$ cat src/rtl/mem_arb_pkg.sv
// Shared types for the two-port memory arbiter: FSM states, grant id, request word.
// Latency: n/a (types and pure functions only).
// Backpressure: n/a; requesters hold their request until they see resp.
package mem_arb_pkg;

  // Field widths of the latched request word; the arbiter's ADDR_WIDTH and
  // DATA_WIDTH parameters default to these and are expected to match them.
  localparam int ARB_ADDR_W = 16;
  localparam int ARB_DATA_W = 16;
  localparam int ARB_BE_W   = ARB_DATA_W / 8;

  typedef enum logic {
    IDLE = 1'b0,
    BUSY = 1'b1
  } arb_state_t;

  typedef enum logic {
    GNT_I = 1'b0,
    GNT_D = 1'b1
  } grant_t;

  typedef struct packed {
    logic                  read;
    logic                  write;
    logic [ARB_BE_W-1:0]   byte_enable;
    logic [ARB_ADDR_W-1:0] address;
    logic [ARB_DATA_W-1:0] wdata;
  } mem_req_t;

  // The requester that did not win last time; used to break ties.
  function automatic grant_t other_port(input grant_t g);
    return (g == GNT_I) ? GNT_D : GNT_I;
  endfunction

  // Pack a requester's port signals into a request word. A requester that
  // raises both strobes is treated as a write: the read is dropped here so
  // memory never sees both strobes at once.
  function automatic mem_req_t make_req(
    input logic                  rd,
    input logic                  wr,
    input logic [ARB_BE_W-1:0]   be,
    input logic [ARB_ADDR_W-1:0] addr,
    input logic [ARB_DATA_W-1:0] wd
  );
    mem_req_t r;
    r.read        = rd & ~wr;
    r.write       = wr;
    r.byte_enable = be;
    r.address     = addr;
    r.wdata       = wd;
    return r;
  endfunction

endpackage

$ cat src/rtl/arb_req_latch.sv
// Holding register for the granted request; memory is driven from this copy.
// Latency: captures on the load edge, visible the following cycle.
// Backpressure: none; load is only pulsed by the arbiter when it is idle.
module arb_req_latch
  import mem_arb_pkg::*;
(
  input  logic     clk,
  input  logic     clr,
  input  logic     load,
  input  mem_req_t req_in,
  output mem_req_t req_q
);

  // Synchronous clear wins over load so a reset mid-grant leaves the latch empty.
  always_ff @(posedge clk) begin
    if (clr) begin
      req_q <= '0;
    end else if (load) begin
      req_q <= req_in;
    end
  end

endmodule

$ cat src/rtl/mem_arbiter.sv
// Shares one memory port between instruction (i_*) and data (d_*) requesters.
// Latency: request seen at cycle N -> memory strobe at N+1 -> resp with mem_resp.
// Backpressure: requesters hold until resp; one idle cycle between transactions.
module mem_arbiter
  import mem_arb_pkg::*;
#(
  parameter int ADDR_WIDTH = ARB_ADDR_W,
  parameter int DATA_WIDTH = ARB_DATA_W
) (
  input  logic                    clk,
  input  logic                    rst,

  input  logic                    i_read,
  input  logic                    i_write,
  input  logic [DATA_WIDTH/8-1:0] i_byte_enable,
  input  logic [ADDR_WIDTH-1:0]   i_address,
  input  logic [DATA_WIDTH-1:0]   i_wdata,
  output logic                    i_resp,
  output logic [DATA_WIDTH-1:0]   i_rdata,

  input  logic                    d_read,
  input  logic                    d_write,
  input  logic [DATA_WIDTH/8-1:0] d_byte_enable,
  input  logic [ADDR_WIDTH-1:0]   d_address,
  input  logic [DATA_WIDTH-1:0]   d_wdata,
  output logic                    d_resp,
  output logic [DATA_WIDTH-1:0]   d_rdata,

  output logic                    mem_read,
  output logic                    mem_write,
  output logic [DATA_WIDTH/8-1:0] mem_byte_enable,
  output logic [ADDR_WIDTH-1:0]   mem_address,
  output logic [DATA_WIDTH-1:0]   mem_wdata,
  input  logic                    mem_resp,
  input  logic [DATA_WIDTH-1:0]   mem_rdata
);

  arb_state_t state_q, state_nxt;
  grant_t     grant_q, grant_nxt;
  grant_t     last_q,  last_nxt;

  mem_req_t   i_req, d_req;
  mem_req_t   win_req;
  mem_req_t   lat_q;
  logic       i_pend, d_pend;
  logic       load;

  // Normalise both requesters into request words and flag who is asking.
  always_comb begin
    i_req  = make_req(i_read, i_write, i_byte_enable, i_address, i_wdata);
    d_req  = make_req(d_read, d_write, d_byte_enable, d_address, d_wdata);
    i_pend = i_read | i_write;
    d_pend = d_read | d_write;
  end

  // Arbitration next-state, grant selection, latch load and all port outputs.
  always_comb begin
    state_nxt       = state_q;
    grant_nxt       = grant_q;
    last_nxt        = last_q;
    load            = 1'b0;
    mem_read        = 1'b0;
    mem_write       = 1'b0;
    mem_address     = lat_q.address;
    mem_wdata       = lat_q.wdata;
    mem_byte_enable = lat_q.byte_enable;
    i_resp          = 1'b0;
    d_resp          = 1'b0;
    i_rdata         = '0;
    d_rdata         = '0;

    case (state_q)
      IDLE: begin
        // A stray mem_resp here belongs to no one and is dropped.
        if (i_pend || d_pend) begin
          if (i_pend && d_pend) begin
            grant_nxt = other_port(last_q);
          end else if (i_pend) begin
            grant_nxt = GNT_I;
          end else begin
            grant_nxt = GNT_D;
          end
          load      = 1'b1;
          state_nxt = BUSY;
        end
      end

      BUSY: begin
        // Requester inputs are not looked at here; memory runs off the latch.
        mem_read  = lat_q.read;
        mem_write = lat_q.write;
        if (mem_resp) begin
          if (grant_q == GNT_I) begin
            i_resp  = 1'b1;
            i_rdata = mem_rdata;
          end else begin
            d_resp  = 1'b1;
            d_rdata = mem_rdata;
          end
          state_nxt = IDLE;
          last_nxt  = grant_q;
        end
      end

      default: begin
        state_nxt = IDLE;
      end
    endcase

    win_req = (grant_nxt == GNT_D) ? d_req : i_req;
  end

  // FSM state, current grant and round-robin history; reset favours I first.
  always_ff @(posedge clk) begin
    if (rst) begin
      state_q <= IDLE;
      grant_q <= GNT_I;
      last_q  <= GNT_D;
    end else begin
      state_q <= state_nxt;
      grant_q <= grant_nxt;
      last_q  <= last_nxt;
    end
  end

  arb_req_latch u_req_latch (
    .clk    (clk),
    .clr    (rst),
    .load   (load),
    .req_in (win_req),
    .req_q  (lat_q)
  );

endmodule
$ cat config.mk
export PLATFORM = sky130hd
export DESIGN_NAME = mem_arbiter
export DESIGN_NICKNAME = d
export VERILOG_FILES = /design/src/rtl/mem_arb_pkg.sv /design/src/rtl/arb_req_latch.sv /design/src/rtl/mem_arbiter.sv
export SDC_FILE = /design/constraint.sdc
export NUM_CORES = 1
export LEC_CHECK = 0
export CORE_MARGIN = 2
export CORE_UTILIZATION = 31
export DETAILED_ROUTE_END_ITERATION = 7
export GPL_TIMING_DRIVEN = 0
export PLACE_DENSITY = 0.81
export SYNTH_ARGS = -nofsm -noshare
export SYNTH_HDL_FRONTEND = slang
export SYNTH_SLANG_ARGS = --single-unit
$ cat constraint.sdc
create_clock -name clk -period 1.4 [get_ports clk]
set_input_delay 0.21 -clock clk [delete_from_list [all_inputs] [get_ports clk]]
set_output_delay 0.21 -clock clk [all_outputs]
set_load 0.05 [all_outputs]
==> results.md, run 1 <==
- The H-tree generated during clock tree synthesis spans 2 levels.
- Counting flops and latches in the post-synthesis netlist gives 39.
- The fraction of the mapped netlist area in adder cells is 0%.
- The share of the clock period used by the worst path is 120.4%.
- The average detailed-routed wire length per instance is about 16 um.
- The xor/xnor share of the synthesized area is 0%.
- The floorplan step defined a die boundary enclosing 0.007823 sq mm.
- After synthesis, the largest family of logic cells by area is simple AND/OR/NAND/NOR gates.
- The most common library cell in the layout ignoring fill and taps is sky130_fd_sc_hd__clkdlybuf4s50_1.
- The total negative setup slack is -13.21 ns.
- The count of antenna-violating nets left after detailed routing is 0.
- Yosys printed 0 warnings.
- The clock arrives with ~0.0092 ns of skew.
- In the routed design, unresolved DRC markers number 0.
- The per-instance average area after synthesis is around 7.7 sq um.
- Along the worst path, the maximum fanout reaches 6.
- The sequential element share of the synthesized area is a little over a third.
- In the global route stage, overall resource usage came out at between 20% and 30%.
- The worst setup path is captured at an output port.
- The count of routing violations after the opening detailed-route iteration is 55.
- The class of the most critical setup path is reg2out.
- During I/O placement, the number of pins put on the boundary was 161.
- The synthesized netlist devotes roughly 19% of its cell area to compound gates.
- The clock latency reported for the late side of the worst-skew pair is a little under 0.3 ns.
- STA puts the critical path data required time at between 1 and 1.5 ns.
- The upper clock frequency limit is 0.5934 GHz.
- The root buffer cell chosen for the clock tree is sky130_fd_sc_hd__clkbuf_8.
- The global-route wire length before repair is roughly 13000 um.
- The cell area that synthesis handed to floorplanning was between 0.002 and 0.0025 sq mm.
- The initial utilization of the core area, before any placement, comes to about 32%.
- Clock tree synthesis inserted a total of 5 buffers.
- The initial antenna violation count is 0.
- The final-stage net count is around 570.
- Row generation in the floorplan step produced 30 rows.
- The tool flagged a number of max-cap violations equal to 0.
- The number of input and output port buffers inserted is approximately 160.
- The synthesis-to-layout area growth is 127.9%.
- The gate count after technology mapping is slightly below 300.
- The routed design could run at a clock period as short as between 1.5 and 2 ns.
- Summed over all cells, the static leakage comes to around 2.1 nW.
- The setup slack of the critical path after layout is -0.2853 ns.
- The half-perimeter wire length of the detailed placement result is just over 6000 um.
- The areal power density over the cells is about 840 mW/mm^2.
- Setup repair after global routing could not meet its margin everywhere.
- The final-report setup violation count is 70.
- The share of final-layout standard cells stronger than drive strength 1 is between 50% and 60%.
- The number of global-route vias before repair is approximately 2800.
- Across the VDD grid, the largest voltage drop is ~530 uV.
- At the end of routability-driven placement, the weighted congestion stood at 0.7401.
- The first detailed-routing pass ran for 6 iterations.
- The number of pins exceeding their max-slew limit in the final report is 0.
- Global routing finished with a remaining overflow of 0.
- The post-synthesis simple-gate area fraction is between 20% and 30%.
- The tree built by TritonCTS fans out to 39 sinks.
- The CTS tree is yes.
- The largest net degree at the start of global routing is 13.
- The fraction of synthesized area in multiplexers is less than 1%.
- The area inside the core boundary is around 0.007 sq mm.
- The total wire length is between 9000 and 10000 um.
- 0 antenna diodes ended up in the layout.
- The count of endpoints failing hold in the final timing report is 0.
- For the worst setup path, the data arrival time is 1.48 ns.
- Counting distinct cell types in the post-synthesis netlist gives 24.
- The clock passes through at most 2 buffers.
- The clock edge transition at the registers on the reported setup and hold paths is around 0.070 ns.
- The synthesized net count is 380.
- The max-slew headroom at the worst pin is a little under three fifths.
- The class of the tightest hold or removal check is in2reg.
- The vias per cell is 4.746.
- At the pin with the least slew margin, the transition time is 0.6567 ns.
- The final reports fail on negative setup slack.
- From left edge to right edge, the die measures slightly below 90 um.
- Prior to clock tree synthesis, the placed netlist has a worst setup slack of -0.9843 ns.
- Across all layers, the routed design uses ~2700 vias.
- In the layout the commonest cells are 84 x sky130_fd_sc_hd__clkdlybuf4s50_1, 47 x sky130_fd_sc_hd__buf_4, 38 x sky130_fd_sc_hd__nor2_1, 36 x sky130_fd_sc_hd__dfxtp_1, 34 x sky130_fd_sc_hd__clkdlybuf4s15_2.
- The overall die height is 88.45 um.
- STA classifies the critical path startpoint as a register.
- The run finished, with violations left.
-- flip-flops by register name, summed over array words and instances (netlist names) --
| name | flops |
|---|---|
| u_req_latch.req_q | 36 |
| grant_q | 1 |
| last_q | 1 |
| state_q | 1 |
-- worst paths after layout --
check	cells after the start	end	slack, ns	from
worst max-delay path	6	d_rdata[7]	-0.29	state_q
worst min-delay path	3	state_q	0.36	d_read
worst max register to register	6	u_req_latch.req_q[34]	-0.24	state_q
worst min register to register	1	last_q	0.47	last_q
-- where the power goes --
| group | switching [mW] | internal (mW) |
|---|---|---|
| Combinational | 1.12 | 1.03 |
| Sequential | 0.0692 | 1.23 |
| Clock | 0.412 | 0.349 |
| Total | 1.60 | 2.61 |
-- Yosys cell counts (all sizes together) --
master / count / area, sq um
mux2: 1 / 15.01
o21bai: 2 / 15.01
o32a: 1 / 10.01
nor4: 1 / 6.260
and2: 34 / 212.7
inv: 1 / 3.750
o21ai: 1 / 5.000
a211o: 1 / 8.760
o2bb2ai: 1 / 8.760
o32ai: 1 / 27.53
clkbuf: 12 / 45.04
a311oi: 34 / 297.8
a211oi: 1 / 12.51
nand2b: 1 / 6.260
o21ba: 2 / 20.02
and3: 1 / 6.260
nand2: 69 / 259.0
buf: 44 / 311.5
dfxtp: 39 / 780.8
nor2: 41 / 153.9
a21oi: 1 / 5.000
-- metal layers --
layer | share of wire, % | track usage (%) | vias up | routed length [um]
met2 | 53 | 42.86 | 122 | 4907
met3 | 8.8 | 7.369 | 9 | 809
met4 | 0.88 | 3.719 | 0 | 81
li1 | - | - | 1328 | -
met5 | 0 | 0 | - | 0
met1 | 37 | 23.03 | 1289 | 3400
-- worst max-delay path: stages, from the launching register on --
cell                        delay, ns
sky130_fd_sc_hd__dfxtp_2         0.33
sky130_fd_sc_hd__buf_6           0.12
sky130_fd_sc_hd__and3_4          0.17
sky130_fd_sc_hd__buf_8           0.13
sky130_fd_sc_hd__clkbuf_16       0.14
sky130_fd_sc_hd__and2_4          0.16
sky130_fd_sc_hd__buf_8           0.14
-- per-stage QoR --
stage / hold slack, ns / cell area [sq um] / total power [mW] / utilization (%) / cells
2_1_floorplan: 0.3690 / 2315 / 2.359 / - / 289
3_3_place_gp: 0.4431 / 4026 / 2.972 / 58.94 / 544
3_5_place_dp: 0.4415 / 4026 / 2.999 / 58.94 / 544
4_1_cts: 0.3726 / 4803 / 4.112 / 70.31 / 577
5_1_grt: 0.3874 / 5039 / 4.407 / 73.75 / 579
6_report: 0.3613 / 5039 / 4.210 / 73.75 / 579
-- repair_timing --
action,4_1_cts,5_1_grt
endpoints found under the setup margin,107,73
gates cloned,10,1
setup buffers,15,6
resized for setup,462,73
hold buffers,0,0
pin swaps,52,48
-- final cells by class --
class,instances,area [sq um]
Buffer,55,461.7
Clock buffer,6,72.57
Clock inverter,2,12.51
Fill cell,505,1793
Inverter,1,3.754
Multi-Input combinational cell,194,1503
Sequential cell,39,787.0
Tap cell,96,120.1
Timing Repair Buffer,186,2078
-- cell families after synthesis --
logic type,Yosys count
DFF,39
AOI/OAI and AO/OA,45
and+or+nand+nor,147
buffers and inverters,57
muxes,1
Note: power is estimated with default switching activity, not from simulation.
==> inputs of run 2 (changes only) <==
--- a/config.mk
+++ b/config.mk
@@ -5,11 +5,13 @@
 export SDC_FILE = /design/constraint.sdc
 export NUM_CORES = 1
 export LEC_CHECK = 0
+export CAP_MARGIN = 20
 export CORE_MARGIN = 2
-export CORE_UTILIZATION = 31
+export CORE_UTILIZATION = 35
 export DETAILED_ROUTE_END_ITERATION = 7
 export GPL_TIMING_DRIVEN = 0
-export PLACE_DENSITY = 0.81
+export PLACE_DENSITY = 0.79
 export SYNTH_ARGS = -nofsm -noshare
 export SYNTH_HDL_FRONTEND = slang
+export SYNTH_HIERARCHICAL = 1
 export SYNTH_SLANG_ARGS = --single-unit
==> run 2 against run 1 <==
  * Highest routed layer unchanged
  * Global-route usage increased by 2.1 points
  * Total power increased by 6.2%
  * Critical path depth unchanged
  * Die area increased by 22%
  * First-iteration DRC count increased to 2.7 times the previous value
  * The run still ends with negative setup slack left
  * Hold slack improved by 0.091 ns
  * Worst setup slack got worse by 0.0031 ns
  * Via count increased by 36%
  * Critical path type unchanged
  * Routed wire length increased by 33%
  * Sequential power about the same
  * Clock-buffer cell count increased by 1
  * Cell area increased by 17%
  * Critical endpoint is now d_rdata[13]
==> results.md, run 2 <==
- For this design, the slowest cell found on the critical path is sky130_fd_sc_hd__dfxtp_2.
- The per-instance average area after synthesis is around 8.0 sq um.
- The vias per cell is about 5.4.
- The number of flip-flops in the largest register is 36.
- The area growth from synthesis to layout is 91.64%.
- The transition at the pin with the smallest max-transition slack is 0.5392 ns.
- Setup repair after global routing could not meet its margin everywhere.
- The worst hold path was traced through 5 stages.
- The number of global-route vias before repair was ~3700.
- For this block, the routed nets add up to 12230 um of wire.
- Grouping stages by cell kind, the critical path spends the most delay in buffers and inverters.
- In the post-synthesis netlist, the cell with the most instances is sky130_fd_sc_hd__o21ai_0.
- After synthesis, the share of flip-flops with an asynchronous set or reset is 0%.
- The initial antenna violation count is 0.
- For hold timing, the worst endpoint is u_req_latch/req_q[34].
- For this run, global-route usage on met3 was measured as under 10%.
- Multiplexer cells account for between 10% and 20% of the synthesized area.
- Setup slack on the worst reg-to-reg path comes out at -0.19 ns.
- In this run the deepest clock path goes through 2 buffers.
- The worst pin sits at a relative slew slack of around 64%.
- The netlist area before placement is between 0.003 and 0.004 sq mm.
- Once routing completed, OpenROAD measured the worst setup slack at -0.2884 ns.
- The number of input and output port buffers inserted is between 150 and 200.
- The count of routing violations after the opening detailed-route iteration is about 150.
- The tree is rooted in a sky130_fd_sc_hd__clkbuf_8.
- VDD sags by at most between 400 and 500 uV.
- The overall overflow remaining after global route is 0.
- The number of pins exceeding their max-slew limit in the final report is 0.
- In the post-synthesis netlist, the biggest area contributors are sky130_fd_sc_hd__dfxtp_1 25%, sky130_fd_sc_hd__mux2i_1 12%, sky130_fd_sc_hd__o21ai_0 11%.
- The class of the tightest hold or removal check is in2reg.
- The library cells used most frequently in the layout, excluding fill and tap cells, are 86 x sky130_fd_sc_hd__clkdlybuf4s50_1, 38 x sky130_fd_sc_hd__dfxtp_1, 36 x sky130_fd_sc_hd__buf_8, 36 x sky130_fd_sc_hd__nor2_1.
- Once detail routing completed, the nets flagged for antenna violations numbered 0.
- Ranked by instance count, the synthesized netlist is headed by 70 x sky130_fd_sc_hd__o21ai_0, 39 x sky130_fd_sc_hd__dfxtp_1, 38 x sky130_fd_sc_hd__nor2_1.
- In this run, post-CTS hold repair placed 0 buffers.
- The leakage power is 2.512 nW.
- The die outline area is ~0.0095 sq mm.
- For this run, the top clock speed supported by timing is just under 0.6 GHz.
- The worst setup path is captured at an output port.
- Summing the areas of all compound-gate instances in the mapped netlist gives a little over a quarter of the synthesized area.
- The met1 track utilization from global routing is just under 30%.
- The clock edge transition at the registers on the reported setup and hold paths is roughly 0.08 ns.
- After Yosys synthesis, XOR and XNOR cells account for 0% of the synthesized area.
- The startpoint identified for the worst register-to-register timing path is state_q.
- The most common library cell in the layout ignoring fill and taps is sky130_fd_sc_hd__clkdlybuf4s50_1.
- The critical path required time is 1.19 ns.
- The predominant post-synthesis flop cell is sky130_fd_sc_hd__dfxtp_1.
- The final routed DRC violation total is 0.
- The synthesized net count is roughly 470.
- The die is 97.61 um tall.
- The first TritonRoute pass finished after 4 iterations.
- The most used routing layer in global routing is met2.
- The H-tree was split into 2 levels.
- The number of synthesized flops with an enable pin is 0.
- The count of pins on the block boundary is about 160.
- The critical path is of the reg2out type.
- The number of buffers created by CTS is 5.
- The largest single stage delay on the critical path is between 0.3 and 0.4 ns.
- After synthesis, the largest family of logic cells by area is compound AO/OA/AOI/OAI gates.
- After synthesis, the netlist uses 30 different library cells.
- The checks that failed: negative setup slack.
- For the worst flop-to-flop path, the logic depth is 8.
- Counting I/O delays and the setup requirement, the final critical path takes 1.688 ns.
- Of the total synthesized cell area, the portion taken by full adders, half adders and majority gates is 0%.
- Summing the sequential cell areas from Yosys gives between 20% and 30% of the chip area.
- The final cell count without fillers is between 600 and 700.
- The number of warning messages in the yosys log is 6.
- The share of final-layout standard cells stronger than drive strength 1 is 39.41%.
- The pre-CTS setup slack is -1.035 ns.
- In this run, synthesis produced a sequential element count of 39.
- The arrival time at the worst endpoint is 1.48 ns.
- The number of maximum-capacitance violations is 0.
- Detailed placement ended at an HPWL of approximately 8100 um.
- At the end of routability-driven placement, the weighted congestion stood at 0.8665.
- The initial utilization of the core area, before any placement, comes to between 30% and 40%.
- More flip-flops sit in one register than any other, and that register is u_req_latch/req_q.
- The clock reaches the later pin of the worst-skew pair after about 0.28 ns.
- The CTS tree is yes.
- STA classifies the critical path startpoint as a register.
- The TritonCTS sink count is 39.
- The end of the worst register-to-register path is u_req_latch/req_q[17].
- The run finished, with violations left.
- The average detailed-routed wire length per instance is about 18 um.
- The largest fanout on the critical path is 6.
- The areal power density over the cells is between 700 and 800 mW/mm^2.
- The share of the clock period used by the worst path is 120.6%.
- The total negative setup slack is -12.51 ns.
- The total instance count after detailed placement is ~650.
- The global-route wire length before repair is around 19000 um.
- The cell accounting for the most synthesized area is sky130_fd_sc_hd__dfxtp_1.
- The area inside the core boundary is ~0.0086 sq mm.
- Entering global routing, the biggest net connects 12 pins.
- The vias after detailed routing is around 3700.
- The number of antenna repair diodes is 0.
- Global routing consumed, on the met2 layer, between 40% and 50% of the routing resources.
- After layout, the design draws a total of around 4.5 mW.
- The hold path startpoint is d_write.
- Counting every instance in the synthesized netlist gives approximately 380.
- The count of endpoints failing hold in the final timing report was 0.
- The chip width is 97.61 um.
- The number of buffers and inverters on the critical path is 4.
- The critical path starts at state_q.
- Among the stages of the critical path, the cell type that occurs most often is sky130_fd_sc_hd__buf_6.
- The final-stage net count is 671.
- The post-synthesis simple-gate area fraction is a little over a quarter.
- The proportion of netlist area held by the largest area contributor is around a quarter.
- The row count is 34.
- The final-report setup violation count is 73.
- The signal on the critical path passes through buf_6 -> and3_4 -> buf_8 -> clkbuf_16 -> and2_4 -> buf_6.
- The clock skew after layout is around 0.0046 ns.
- Across every metal layer, demand over resource in global routing totals between 20% and 30%.
-- run 2: cell types whose count changed after synthesis, moves of 7 or more --
| cell | previous run | this run |
|---|---|---|
| sky130_fd_sc_hd__a311oi_1 | 34 | 0 |
| sky130_fd_sc_hd__o211ai_2 | 0 | 27 |
| sky130_fd_sc_hd__o21ai_0 | 1 | 70 |
| sky130_fd_sc_hd__mux2i_1 | 0 | 36 |
| sky130_fd_sc_hd__nand3_1 | 0 | 34 |
| sky130_fd_sc_hd__nand2_1 | 69 | 1 |
| sky130_fd_sc_hd__o211ai_1 | 0 | 7 |
| sky130_fd_sc_hd__clkbuf_1 | 12 | 23 |
| sky130_fd_sc_hd__buf_4 | 34 | 0 |
| sky130_fd_sc_hd__nor2b_1 | 0 | 35 |
-- run 2: metal layers --
metal | share of wire [%] | up-vias
met4 | 2.7 | 0
met1 | 40 | 1760
met5 | 0 | -
met3 | 5.8 | 30
met2 | 51 | 177
li1 | - | 1758
-- run 2: worst max path at each step --
stage	endpoint	slack, ns	depth (start not counted)
finish	d_rdata[13]	-0.29	6
global route	i_rdata[7]	-0.33	6
CTS	d_rdata[13]	-0.31	6
detailed placement	u_req_latch/req_q[17]	-1.03	8
global placement	i_rdata[11]	-0.98	6
floorplan	u_req_latch/req_q[25]	-0.08	8
-- run 2: metrics by stage --
stage / hold slack (ns) / util (%) / area [sq um]
2_1_floorplan: 0.2885 / - / 3152
3_3_place_gp: 0.4702 / 56.89 / 4888
3_5_place_dp: 0.4836 / 56.89 / 4888
4_1_cts: 0.4524 / 65.40 / 5620
5_1_grt: 0.4762 / 68.39 / 5877
6_report: 0.4526 / 68.39 / 5877
-- run 2: power breakdown --
part	internal (mW)	total [mW]	leakage [nW]	switching (mW)
combinational	1.11	2.44	2.15	1.33
clock	0.350	0.733	0.0422	0.383
sequential	1.23	1.30	0.323	0.0706
total	2.69	4.47	2.51	1.78
-- run 2: what timing repair did --
action                     CTS  global route
pin swaps                   12            14
buffers inserted            20             6
setup endpoints to repair  108           101
gates cloned                12             1
gates resized for setup    416           145
-- run 2: worst min-delay path: stages --
cell                       delay (ns)
sky130_fd_sc_hd__clkbuf_4        0.17
sky130_fd_sc_hd__o21ai_2         0.07
sky130_fd_sc_hd__o21ai_1         0.06
sky130_fd_sc_hd__mux2i_1         0.13
sky130_fd_sc_hd__nor2_1          0.06
-- run 2: cell type report --
class,count,area (sq um)
fillers,680,2716
multi-input cells,301,2399
repair buffers,193,2046
flip-flops and latches,39,782.0
plain buffers,38,426.7
well taps,108,135.1
clock buffers,7,76.32
inverters,2,7.507
clock inverters,1,5.005
-- run 2: logic make-up (layout without fill, tap and decap cells) --
logic type	Yosys count	after routing
DFF	39	39
buffers and inverters	43	241
and+or+nand+nor	147	148
AOI/OAI and AO/OA	116	117
muxes	36	36
==> inputs of run 3 (changes only) <==
--- a/config.mk
+++ b/config.mk
@@ -15,3 +15,4 @@
 export SYNTH_HDL_FRONTEND = slang
 export SYNTH_HIERARCHICAL = 1
 export SYNTH_SLANG_ARGS = --single-unit
+export TNS_END_PERCENT = 30
==> run 3 against run 2 <==
  * The flow still finishes with violations (negative setup slack)
  * Largest power group unchanged
  * Largest cell class unchanged
  * Critical path depth unchanged
  * Utilization down 2.5 points
  * Sequential power is essentially flat
  * Total power hardly changed
  * Critical endpoint is now d_rdata[14]
==> results.md, run 3 (synthesis gave the netlist of run 2 again) <==
- The switching component of the power is 1.726 mW.
- The first detailed-routing pass ran for 4 iterations.
- The vias after detailed routing is around 3600.
- The flow ran to the end, but the final reports show violations.
- The count of endpoints failing hold in the final timing report is 0.
- STA classifies the critical path endpoint as an output port.
- The number of flip-flops in the largest register is 36.
- The initialized floorplan defines 34 standard-cell rows.
- The largest register by flop count is u_req_latch/req_q.
- The finished layout holds approximately 700 standard cells, fillers aside.
- Leaving out fill and tap cells, the most frequent cell in the layout is sky130_fd_sc_hd__clkdlybuf4s50_1.
- The arrival time at the worst endpoint is around 1.5 ns.
- The count of hold buffers inserted by post-cts repair is 0.
- From synthesis to final layout, the design area changed by 84.54%.
- The critical path is of the in2out type.
- The share of final-layout standard cells stronger than drive strength 1 is 34.54%.
- Setup violations remaining at the end of the flow were counted as ~70.
- The max-slew headroom at the worst pin is 64.25%.
- In this run, flip-flops and latches consume a little under 30% of the power.
- ~160 I/O pins were placed.
- The first routing iteration left 179 violations.
- Overall power consumption after layout is estimated at between 4 and 5 mW.
- The total negative setup slack is -11.69 ns.
- Clock skew on the completed layout was measured at 0.004321 ns.
- The initial antenna violation count came to 0.
- CTS built an H-tree with a depth of 2.
- The total instance count after detailed placement is around 650.
- Across the run, the number of max-cap violations was 0.
- The clock network accounts for about a fifth of the total power.
- The number of antenna diodes in the final layout is 0.
- The die is just under 100 um wide.
- The congestion estimate from routability-driven global placement came to 0.8448.
- Once detailed placement completed, the half-perimeter wirelength came to a little over 8000 um.
- The total wire length is ~12000 um.
- With fillers left out, the area of the finished cells amounts to 0.005659 sq mm.
- The count of antenna-violating nets left after detailed routing is 0.
- The clock period minus final worst setup slack is 1.682 ns.
- The filler cells instantiated in the layout total about 700.
- The largest net degree at the start of global routing is 13.
- Once placement finished, the instance area stood at 0.004888 sq mm.
- For this run, design rule violations remaining after detail routing come to 0.
- The number of pins exceeding their max-slew limit in the final report is 0.
- The number of input and output port buffers inserted is between 150 and 200.
- The overall die height is slightly below 100 um.
- The final-stage net count is about 670.
- The clock latency reported for the late side of the worst-skew pair is 0.28 ns.
- The average detailed-routed wire length per instance is between 15 and 20 um.
- The leakage power is roughly 2.5 nW.
- No sink is reached through more buffers than the 2 on the longest clock path.
- For the worst setup path, the data required time is 1.19 ns.
- Setup slack on the critical path of the routed design comes to -0.2822 ns.
- The worst ir drop on vdd is about 450 uV.
- TritonCTS created 5 clock buffers.
- CTS saw 39 sinks.
- TritonCTS built the clock tree.
- The upper clock frequency limit is ~0.6 GHz.
- The clock root buffer is sky130_fd_sc_hd__clkbuf_8.
- Setup repair after global routing could not meet its margin everywhere.
- The initial utilization of the core area, before any placement, comes to between 30% and 40%.
- After clock tree synthesis, the clock-pin slew on the worst setup and hold paths is roughly 0.080 ns.
- For this run, the total global-route usage over all layers was measured as 22.39%.
- The worst-case hold slack is between 0.4 and 0.5 ns.
- The worst setup path is launched from an input pin.
- Leaving out fill and tap cells, the most frequent cells in the layout are 86 x sky130_fd_sc_hd__clkdlybuf4s50_1, 36 x sky130_fd_sc_hd__o21ai_1, 36 x sky130_fd_sc_hd__mux2i_1, 36 x sky130_fd_sc_hd__nor2_1, 36 x sky130_fd_sc_hd__dfxtp_1.
- The number of global-route vias before repair is between 3000 and 4000.
- The checks that failed: negative setup slack.
- Of all nets on the critical path, the largest fanout is 6.
- The share of power burned in combinational logic is between 50% and 60%.
- Power spread over the standard cell area amounts to about 790 mW/mm^2.
- Using the TritonRoute via totals, the vias-per-cell ratio works out to approximately 5.3.
- The area inside the core boundary is 0.008593 sq mm.
- The overall overflow remaining after global route is 0.
- The class of the tightest hold or removal check is in2reg.
- Net switching is between 30 and 40% of the power.
- The global-route wire length before repair is 17680 um.
- The share of the clock period used by the worst path is 120.2%.
- The die covers approximately 0.0095 sq mm.
- The internal portion of the total power is around 2.8 mW.
- At the pin with the least slew margin, the transition time is 0.5384 ns.
[run 3: power by group through the flow]
stage	logic [mW]	registers (mW)	clock network, mW
after floorplan	0.948	1.67	0
after global placement	1.99	1.32	0
after detailed placement	2.04	1.32	0
after CTS	2.07	1.29	0.871
after global routing	2.45	1.31	0.926
final	2.32	1.30	0.857
[run 3: layer usage]
layer	routed length [um]	track usage [%]	share of wire, %	vias to the layer above
met5	0	0	0	-
met4	310	7.479	2.7	0
met3	637	3.669	5.5	24
met2	5918	40.95	51	166
met1	4744	26.36	41	1713
li1	-	-	-	1738
[run 3: layout make-up]
class	count	area (sq um)	share of cell area, %
inverter	2	7.507	0.1327
multi-input combinational	299	2156	38.09
tap	108	135.1	2.388
clock buffer	7	96.34	1.702
buffer	38	406.6	7.185
clock inverter	1	7.507	0.1327
timing repair buffer	193	2066	36.50
sequential	39	784.5	13.86
[run 3: worst paths after layout]
check,startpoint,endpoint,slack (ns),cells after the start
max,mem_resp,d_rdata[14],-0.28,6
min,d_write,u_req_latch/req_q[34],0.41,5
max reg2reg,state_q,u_req_latch/req_q[8],-0.15,8
min reg2reg,last_q,last_q,0.49,1
[run 3: critical path: stages]
cell and delay, ns:
sky130_fd_sc_hd__clkdlybuf4s50_1 0.51, sky130_fd_sc_hd__and3_4 0.21, sky130_fd_sc_hd__buf_8 0.12, sky130_fd_sc_hd__clkbuf_8 0.14, sky130_fd_sc_hd__and2_4 0.14, sky130_fd_sc_hd__buf_8 0.14
[run 3: through the flow]
stage                     setup slack, ns  util [%]
after floorplan                  -0.08131         -
after global placement            -0.9696     56.89
after detailed placement           -1.012     56.89
after CTS                         -0.2821     61.39
after global routing              -0.3377     65.86
final                             -0.2822     65.86
[run 3: repair_timing]
action,4_1_cts,5_1_grt
pin swaps,14,17
setup buffers,9,15
setup endpoints to repair,108,100
gates resized for setup,351,171
gates cloned,2,7
endpoints found under the hold margin,0,0
